**src/rtl/seg7_pkg.sv**
```systemverilog
// rtl/seg7_pkg.sv - shared constants, converter states and double-dabble step
// Purpose: display channel codes, BCD digit width, converter state encoding and
//          one add-3/shift iteration of the 7-bit to 2-digit double-dabble.
// Ports:   none (package).
package seg7_pkg;

   localparam logic [1:0] CH_BLANK = 2'd0;
   localparam logic [1:0] CH_ONES  = 2'd1;
   localparam logic [1:0] CH_TENS  = 2'd2;
   localparam int         DIGIT_W  = 4;

   typedef enum logic [1:0] {
      ST_IDLE   = 2'd0,
      ST_SHIFT  = 2'd1,
      ST_UPDATE = 2'd2
   } conv_state_t;

   // Working register layout: [14:11] tens, [10:7] ones, [6:0] binary.
   // Correct both digits that would overflow past 9 after the shift, then shift.
   function automatic logic [14:0] dd_step(input logic [14:0] s);
      logic [14:0] t;
      t = s;
      if (t[10:7] >= 4'd5) t[10:7] = t[10:7] + 4'd3;
      if (t[14:11] >= 4'd5) t[14:11] = t[14:11] + 4'd3;
      return {t[13:0], 1'b0};
   endfunction

endpackage

```
**src/rtl/seg7_scan_0_99_bin2bcd_seq.sv**
```systemverilog
// rtl/seg7_scan_0_99_bin2bcd_seq.sv - sequential 7-bit binary to two-digit BCD converter
// Purpose: IDLE -> SHIFT (7 iterations) -> UPDATE -> IDLE double-dabble engine.
// Ports:   clk, rst        clock, async active-high reset
//          load, value     start strobe (ignored unless idle), binary 0..99
//          busy, done      conversion running, one-cycle completion pulse
//          tens, ones      last completed result (held stable during conversion)
//          upd             high during the UPDATE cycle
//          upd_tens/ones   result that tens/ones take at the end of the UPDATE cycle
import seg7_pkg::*;

module bin2bcd_seq (
   input  logic               clk,
   input  logic               rst,
   input  logic               load,
   input  logic [6:0]         value,
   output logic               busy,
   output logic               done,
   output logic [DIGIT_W-1:0] tens,
   output logic [DIGIT_W-1:0] ones,
   output logic               upd,
   output logic [DIGIT_W-1:0] upd_tens,
   output logic [DIGIT_W-1:0] upd_ones
);

   conv_state_t state;
   logic [14:0] work;
   logic [2:0]  iter;

   assign upd      = (state == ST_UPDATE);
   assign upd_tens = work[14:11];
   assign upd_ones = work[10:7];

   always_ff @(posedge clk or posedge rst) begin
      if (rst) begin
         state <= ST_IDLE;
         work  <= '0;
         iter  <= '0;
         busy  <= 1'b0;
         done  <= 1'b0;
         tens  <= '0;
         ones  <= '0;
      end else begin
         done <= 1'b0;
         case (state)
            ST_IDLE: begin
               if (load) begin
                  work  <= {8'd0, value};
                  iter  <= '0;
                  busy  <= 1'b1;
                  state <= ST_SHIFT;
               end
            end
            ST_SHIFT: begin
               work <= dd_step(work);
               iter <= iter + 3'd1;
               if (iter == 3'd6) state <= ST_UPDATE;
            end
            ST_UPDATE: begin
               tens  <= work[14:11];
               ones  <= work[10:7];
               done  <= 1'b1;
               busy  <= 1'b0;
               state <= ST_IDLE;
            end
            default: begin
               busy  <= 1'b0;
               state <= ST_IDLE;
            end
         endcase
      end
   end

endmodule

```
**src/rtl/seg7_scan_0_99.sv**
```systemverilog
// rtl/seg7_scan_0_99.sv - two-digit multiplexed 7-segment drive with BCD conversion
// Purpose: saturates and converts a 0..99 value to BCD, then scans tens/ones onto
//          bcd/disp_channel, each slot held REFRESH_DIV clocks.
//          Optional macro LEADING_ZERO_BLANK_EN blanks the tens slot when tens==0.
// Ports:   clk, rst        clock, async active-high reset
//          value, load     binary input and load request (honoured when busy=0)
//          busy, done      conversion in progress, one-cycle new-digits pulse
//          ovf             sticky: last accepted value exceeded SAT_MAX
//          bcd             digit presented in the current slot
//          disp_channel    2 = tens slot, 1 = ones slot, 0 = blank
import seg7_pkg::*;

module seg7_scan_0_99 #(
   parameter int REFRESH_DIV = 50,
   parameter int SAT_MAX     = 99
) (
   input  logic               clk,
   input  logic               rst,
   input  logic [6:0]         value,
   input  logic               load,
   output logic               busy,
   output logic               done,
   output logic               ovf,
   output logic [DIGIT_W-1:0] bcd,
   output logic [1:0]         disp_channel
);

   localparam int         CW      = (REFRESH_DIV > 2) ? $clog2(REFRESH_DIV) : 1;
   localparam logic [6:0] SAT_LIM = 7'(SAT_MAX);

   logic               accept;
   logic [6:0]         sat_value;
   logic [DIGIT_W-1:0] tens, ones, upd_tens, upd_ones;
   logic [DIGIT_W-1:0] tens_cur, ones_cur;
   logic               upd;
   logic [CW-1:0]      cnt;
   logic               slot;       // 0 = tens slot, 1 = ones slot
   logic               slot_next;
   logic               wrap;

   assign accept    = load & ~busy;
   assign sat_value = (value > SAT_LIM) ? SAT_LIM : value;

   bin2bcd_seq u_conv (
      .clk      (clk),
      .rst      (rst),
      .load     (accept),
      .value    (sat_value),
      .busy     (busy),
      .done     (done),
      .tens     (tens),
      .ones     (ones),
      .upd      (upd),
      .upd_tens (upd_tens),
      .upd_ones (upd_ones)
   );

   always_ff @(posedge clk or posedge rst) begin
      if (rst)         ovf <= 1'b0;
      else if (accept) ovf <= (value > SAT_LIM);
   end

   // The output register samples the digits being committed in UPDATE so new
   // digits appear on the same edge as done, whichever slot is active.
   assign tens_cur  = upd ? upd_tens : tens;
   assign ones_cur  = upd ? upd_ones : ones;
   assign wrap      = (cnt == CW'(REFRESH_DIV - 1));
   assign slot_next = wrap ? ~slot : slot;

   always_ff @(posedge clk or posedge rst) begin
      if (rst) begin
         cnt          <= '0;
         slot         <= 1'b0;
         bcd          <= '0;
         disp_channel <= CH_TENS;
      end else begin
         cnt  <= wrap ? '0 : cnt + 1'b1;
         slot <= slot_next;
         if (slot_next) begin
            disp_channel <= CH_ONES;
            bcd          <= ones_cur;
         end else begin
`ifdef LEADING_ZERO_BLANK_EN
            if (tens_cur == '0) begin
               disp_channel <= CH_BLANK;
               bcd          <= '0;
            end else begin
               disp_channel <= CH_TENS;
               bcd          <= tens_cur;
            end
`else
            disp_channel <= CH_TENS;
            bcd          <= tens_cur;
`endif
         end
      end
   end

endmodule

```
**config.mk**
```make
export PLATFORM = sky130hd
export DESIGN_NAME = seg7_scan_0_99
export DESIGN_NICKNAME = d
export VERILOG_FILES = /design/src/rtl/seg7_pkg.sv /design/src/rtl/seg7_scan_0_99_bin2bcd_seq.sv /design/src/rtl/seg7_scan_0_99.sv
export SDC_FILE = /design/constraint.sdc
export NUM_CORES = 1
export LEC_CHECK = 0
export ABC_AREA = 1
export CORE_MARGIN = 2
export CORE_UTILIZATION = 55
export CTS_CLUSTER_SIZE = 8
export DETAILED_ROUTE_END_ITERATION = 6
export HOLD_SLACK_MARGIN = 0.1
export PLACE_DENSITY = 0.77
export SYNTH_ARGS = -nofsm -noshare
export SYNTH_HDL_FRONTEND = slang
export SYNTH_SLANG_ARGS = --single-unit
```
**constraint.sdc**
```tcl
create_clock -name clk -period 2.6 [get_ports clk]
set_input_delay 0.52 -clock clk [delete_from_list [all_inputs] [get_ports clk]]
set_output_delay 0.52 -clock clk [all_outputs]
set_load 0.02 [all_outputs]
```
==> results by group, run 1 <==
Die
  • Site Rows: 22
  • Die area: ~4300 sq um
  • Placeable Area: 3630 sq um
  • Die height: between 60 and 70 microns
  • Initial core utilization: 57.1%
  • I/O Pins: 19
  • Die Width: 65.4 microns

Hold path
  • Hold Path Class: flip-flop to flip-flop

Synth
  • Yosys warns: 0
  • Syn Area/Cell: 8.57 sq um
  • #FFs+latches synth: 43
  • Post-synthesis cell area: 2070 sq um
  • Synth Instances: 242
  • Most frequently used flop master after synthesis: dfrtp_1
  • Sequential share of the synthesized area: between 50% and 60%
  • Leading area contributor after synthesis: dfrtp_1
  • Post-synth top area share: 50.7%
  • Syn nets: 260
  • Top cells by area, synth: dfrtp_1 (51%), nand2_1 (12%), inv_1 (6.2%)
  • Post-synth EDFFs: 0
  • Top-count cell post-synth: nand2_1
  • Post-synth top cells: nand2_1 (68), dfrtp_1 (42), inv_1 (34), nand3_1 (23)
  • Async S/R FF share, synth: 100%
  • Yosys cell types: 26

Route
  • Via/cell ratio: 4.97
  • DRC: 0
  • Routed wire length: 3.48 mm
  • Drt wl/cell: between 10 and 15 microns
  • Via count: 1551
  • DR iter-0 viols: 88
  • DRT antenna net count: 0
  • Pre-Repair DR Iteration Count: 4

Placement
  • Gpl congestion: 0.776
  • Placed cell area: 2270 sq um
  • I/O Buffers: 18
  • Detailed Place HPWL: 2.57 mm

Worst setup path
  • Top delay family on crit path: buffers and inverters
  • CP Capture Type: output pin
  • Kind of critical path: flip-flop to output pin
  • Required time worst endpoint: 2.08 ns
  • CP max stage cell: clkdlybuf4s50_1
  • Max FO, Critical Path: 1
  • Crit path buffers/inverters: 1
  • Slowest Stage Delay on Critical Path: a little under 0.6 ns
  • Crit-path cells: clkdlybuf4s50_1
  • Crit path arrival time: 1.39 ns
  • CP Launch Type: flip-flop

Clock network
  • CTS root buf: clkbuf_8
  • CTS Buf Count: 5
  • Clock Path Buffers: 2
  • CTS tree: built
  • Post-CTS Setup Bufs: 0
  • Worst skew pair latency: 0.29 ns
  • Post-CTS Hold Buffers: 0
  • Sink Count: 43
  • CTS H-tree depth: 2
  • Post_cts resized: 0
  • Clock-pin slew on the worst setup and hold paths: 0.07 ns

GRT
  • Vias in the first global route: 1513
  • GR Overflow Total: 0
  • First-pass GRT wire length: 6.49 mm
  • GRT Util Overall: between 10% and 20%
  • Initial antenna violation count: 0
  • Pin count of the biggest net entering global routing: 44

Timing
  • Tightest Pin Transition: around 0.52 ns
  • Final TNS setup: 0 ns
  • Clk_skew: 0.00926 ns
  • RSZ-0062 raised after global routing: no
  • Minimum clock period: about 1.9 ns
  • Setup violations, final: 0
  • Final hold vios: 0
  • Fmax: 0.522 GHz
  • Relative slew slack: between 60 and 70%
  • Pins over their slew limit: 0
  • Final Cycle Share: 73.6%

Cells and area
  • Layout Utilization: roughly 65%
  • Non-Filler Cell Area, Final: 2370 sq um
  • Fin nets: between 200 and 300
  • Multi-input logic area: 811 sq um
  • Ant diodes: 0
  • Layout cells sized above 1: 9.85%
  • FF+latch area: 1080 sq um
  • P&R area growth vs syn: 14.5%
  • Fillers: 308

Run
  • Max-cap viol count: 0

Power
  • Leakage: around 1.3 nW
  • PD cells: 1060 nW/um^2
  • Worst VDD drop: 644 uV

Run status
  • Outcome: finished, final reports clean
## layout make-up
class	instances	area share (%)
Inverter	37	5.85
Tap cell	48	2.53
Multi-Input combinational cell	157	34.1
Sequential cell	43	45.4
Clock buffer	8	4.21
Timing Repair Buffer	19	7.90
## power by group
group,switching [mW],total (mW),internal (mW)
combinational,0.646,1.04,0.389
clock,0.210,0.452,0.242
sequential,0.117,1.03,0.909
total,0.974,2.51,1.54
## layer usage
layer / track usage [%] / part of all wire [%] / vias to the layer above
met4: 6.77 / 1.7 / 0
met3: 4.79 / 2.7 / 9
met1: 27.8 / 53 / 715
met5: 0 / 0 / -
li1: - / - / 809
met2: 29.8 / 43 / 18
## registers in the layout (all words and copies together), names as in the netlist
name	count
u_conv.iter	3
ovf	1
bcd	4
cnt	6
u_conv.done	1
u_conv.work	15
u_conv.tens	4
u_conv.busy	1
disp_channel	2
u_conv.state	2
u_conv.ones	4
## kinds of logic after synthesis
kind of cell	share of synthesized area [%]
adder cells (fa/ha/maj)	4.83
AND/OR/NAND/NOR	24.7
flip-flops	52.0
buffers and inverters	8.93
AO/OA/AOI/OAI	8.69
XOR/XNOR	0.845
## worst paths after layout
check                                       startpoint                    endpoint  slack (ns)  depth (start not counted)
min                           u_conv.ones[3]$_DFF_PP0_    u_conv.ones[3]$_DFF_PP0_        0.48                          2
min in group asynchronous                          rst             ovf$_DFFE_PP0P_        0.66                          3
min reg2reg                   u_conv.ones[3]$_DFF_PP0_    u_conv.ones[3]$_DFF_PP0_        0.48                          2
max reg2reg                u_conv.state[1]$_DFFE_PP0P_  u_conv.iter[1]$_DFFE_PP0P_        1.17                          6
max                          disp_channel[1]$_DFF_PP1_             disp_channel[1]        0.69                          1
max in group asynchronous                          rst   disp_channel[1]$_DFF_PP1_        1.57                          3
## metrics by stage
stage	hold slack [ns]	setup slack, ns	cells	power [mW]
detailed placement	0.466	0.650	304	2.08
CTS	0.486	0.676	312	2.54
global placement	0.459	0.699	304	2.05
floorplan	0.442	1.08	242	1.82
global route	0.499	0.650	312	2.74
finish	0.483	0.686	312	2.51
## cells in the final DEF (no fill, tap or decap), drive strengths merged
cell           netlist  routed
dfstp                1       1
nand4                7       7
clkdlybuf4s50        0      18
nor3                 1       1
o22ai                2       2
clkbuf               0       8
o21ai               26      26
o211ai               1       1
nand3               24      24
ha                   8       8
nor2                 8       8
dfrtp               42      42
xnor2                2       2
a21oi                3       3
nand2               71      71
buf                  5       1
inv                 37      37
or2                  4       4
No activity file was read; power rests on OpenSTA's default activity.
==> inputs of run 2 (changes only) <==
- clock period: 2.6 -> 1.77 ns (I/O delays scaled with it)
==> results by group, run 2 (synthesis gave the netlist of run 1 again) <==
Route
  • Routed wire length: 3.71 mm (+6.7%)
  • M1 wire length: 1.78 mm (-3.4%)
  • Met2 WL: 1.74 mm (+18%)
  • DRC: 0 (unchanged)
  • Via count: 1571 (+1.3%)
  • Pre-Repair DR Iteration Count: 4 (unchanged)
  • Drt wl/cell: 11.8 microns (+6.0%)
  • DRT antenna net count: 0 (unchanged)
  • Total length of routed met3 wires: 128 microns (+35%)
  • DR top layer: met4
  • DR iter-0 viols: 108 (+23%)
  • Via/cell ratio: 5.00 (+0.64%)

Placement
  • I/O Buffers: 18 (unchanged)
  • Inst Count DP: 306 (+0.66%)
  • Placed cell area: 2310 sq um (+1.8%)
  • Gpl congestion: 0.737 (-5.0%)
  • Detailed Place HPWL: 2.79 mm (+8.5%)

Clock network
  • Post-CTS Setup Bufs: 0 (unchanged)
  • Clock-pin slew on the worst setup and hold paths: 0.08 ns (about the same)
  • Post_cts resized: 0 (unchanged)
  • CTS Buf Count: 5 (unchanged)
  • Clock Path Buffers: 2 (unchanged)
  • CTS H-tree depth: 2 (unchanged)
  • Sink Count: 43 (unchanged)
  • CTS tree: built
  • CTS root buf: clkbuf_8
  • Worst skew pair latency: 0.29 ns (about the same)
  • Post-CTS Hold Buffers: 0 (unchanged)

Cells and area
  • Max reg flops: 15 (unchanged)
  • Non-filler cells, final: 314 (+0.64%)
  • P&R area growth vs syn: 15.6%
  • Top Registers: u_conv.work x15, cnt x6
  • Most frequent cells in the layout: nand2_1 (68), dfrtp_1 (42), inv_1 (34)
  • Most flop-heavy register: u_conv.work
  • Commonest non-fill, non-tap cell in the layout: nand2_1
  • Fin nets: 283 (+0.71%)
  • Non-Filler Cell Area, Final: 2400 sq um (+0.95%)
  • Ant diodes: 0 (unchanged)
  • Layout cells sized above 1: 9.77% (-0.074 points)

Worst setup path
  • Crit. path cell count: 1 (unchanged)
  • Worst setup path startpoint: disp_channel[0]$_DFF_PP0_
  • FF-to-FF setup slack: 0.46 ns (-0.71 ns)
  • Slowest Stage Delay on Critical Path: 0.62 ns (+0.03 ns)
  • Crit path buffers/inverters: 1 (unchanged)
  • Worst reg2reg path depth: 6 (unchanged)
  • Reg2reg end: u_conv.work[3]$_DFFE_PP0P_
  • Crit path arrival time: 1.32 ns (-0.07 ns)
  • Top delay family on crit path: buffers and inverters
  • Max FO, Critical Path: 4 (+3)
  • Required time worst endpoint: 1.42 ns (-0.66 ns)
  • CP Capture Type: output pin
  • CP Launch Type: flip-flop
  • Critical Path Sink: disp_channel[0]
  • FF-to-FF Start: u_conv.state[1]$_DFFE_PP0P_
  • Crit-path cells: clkdlybuf4s50_1
  • Kind of critical path: flip-flop to output pin
  • CP max stage cell: clkdlybuf4s50_1

GRT
  • GR Overflow Total: 0 (unchanged)
  • GRT Util Overall: 21.2% (+1.6 points)
  • Vias in the first global route: 1590 (+5.1%)
  • Initial antenna violation count: 0 (unchanged)
  • First-pass GRT wire length: 6.93 mm (+6.7%)
  • Pin count of the biggest net entering global routing: 44 (unchanged)

Power
  • PD cells: 1550 nW/um^2 (+47%)
  • Leakage: 1.26 nW (+0.51%)
  • Worst VDD drop: 795 uV (+23%)

Run
  • Max-cap viol count: 0 (unchanged)

Timing
  • Minimum clock period: 1.67 ns
  • RSZ-0062 raised after global routing: no
  • Tightest Pin Transition: 0.530 ns (+0.0115 ns)
  • Relative slew slack: 64.6% (-0.77 points)
  • Pins over their slew limit: 0 (unchanged)
  • Fmax: 0.598 GHz
  • Final hold vios: 0 (unchanged)
  • Clk_skew: 0.0115 ns (+0.00225 ns)
  • Setup violations, final: 0 (unchanged)
  • Hold_ws: 0.426 ns (-0.0574 ns)
  • Final Cycle Share: between 90% and 100%
  • Final TNS setup: 0 ns (unchanged)

Die
  • Placeable Area: 3630 sq um (unchanged)
  • Die area: 4280 sq um (unchanged)
  • Die Width: 65.4 microns (unchanged)
  • Die height: 65.4 microns (unchanged)
  • I/O Pins: 19 (unchanged)
  • Site Rows: 22 (unchanged)
  • Initial core utilization: 57.1% (unchanged)

Hold path
  • Hold Path Class: input port to async pin

Run status
  • Outcome: finished, final reports clean
run 2: changes by cell type in the layout (fill, tap and decap cells not counted):
cell	change
dlymetal6s2s_1	+1
clkbuf_8	-2
clkdlybuf4s50_1	-1
clkbuf_1	+2
buf_12	+2
run 2: how the worst min path moves through the flow:
stage | from | to | slack (ns) | depth (start not counted)
global route | rst | u_conv.iter[0]$_DFFE_PP0P_ | 0.46 | 3
detailed placement | u_conv.ones[3]$_DFF_PP0_ | u_conv.ones[3]$_DFF_PP0_ | 0.46 | 2
finish | rst | u_conv.work[14]$_DFFE_PP0P_ | 0.43 | 3
floorplan | u_conv.work[0]$_DFFE_PP0P_ | u_conv.work[0]$_DFFE_PP0P_ | 0.44 | 2
global placement | u_conv.ones[3]$_DFF_PP0_ | u_conv.ones[3]$_DFF_PP0_ | 0.46 | 2
CTS | rst | u_conv.work[11]$_DFFE_PP0P_ | 0.45 | 3
run 2: cell type report:
| type | count | area [sq um] |
|---|---|---|
| clock buffer | 8 | 80.1 |
| fill | 320 | 1240 |
| inverter | 37 | 139 |
| multi-input combinational | 157 | 811 |
| sequential | 43 | 1080 |
| tap | 48 | 60.1 |
| timing repair buffer | 21 | 230 |
run 2: metrics by stage:
step	power, mW	util [%]	setup slack (ns)
after floorplan	2.68	-	0.415
after global placement	3.09	63.7	0.209
after detailed placement	3.16	63.7	0.135
after CTS	3.76	65.9	0.0166
after global routing	4.08	66.0	0.0579
final	3.72	66.0	0.0983
run 2: per-layer routing:
metal / vias up / global-route usage, %
li1: 813 / -
met1: 723 / 28.9
met2: 27 / 33.0
met3: 8 / 5.48
met4: 0 / 7.55
met5: - / 0
run 2: where the power goes:
group / leakage, nW / internal [mW] / total (mW) / switching (mW)
Clock: 0.0395 / 0.281 / 0.594 / 0.314
Combinational: 0.689 / 0.645 / 1.61 / 0.966
Sequential: 0.532 / 1.34 / 1.52 / 0.181
Total: 1.26 / 2.26 / 3.72 / 1.46
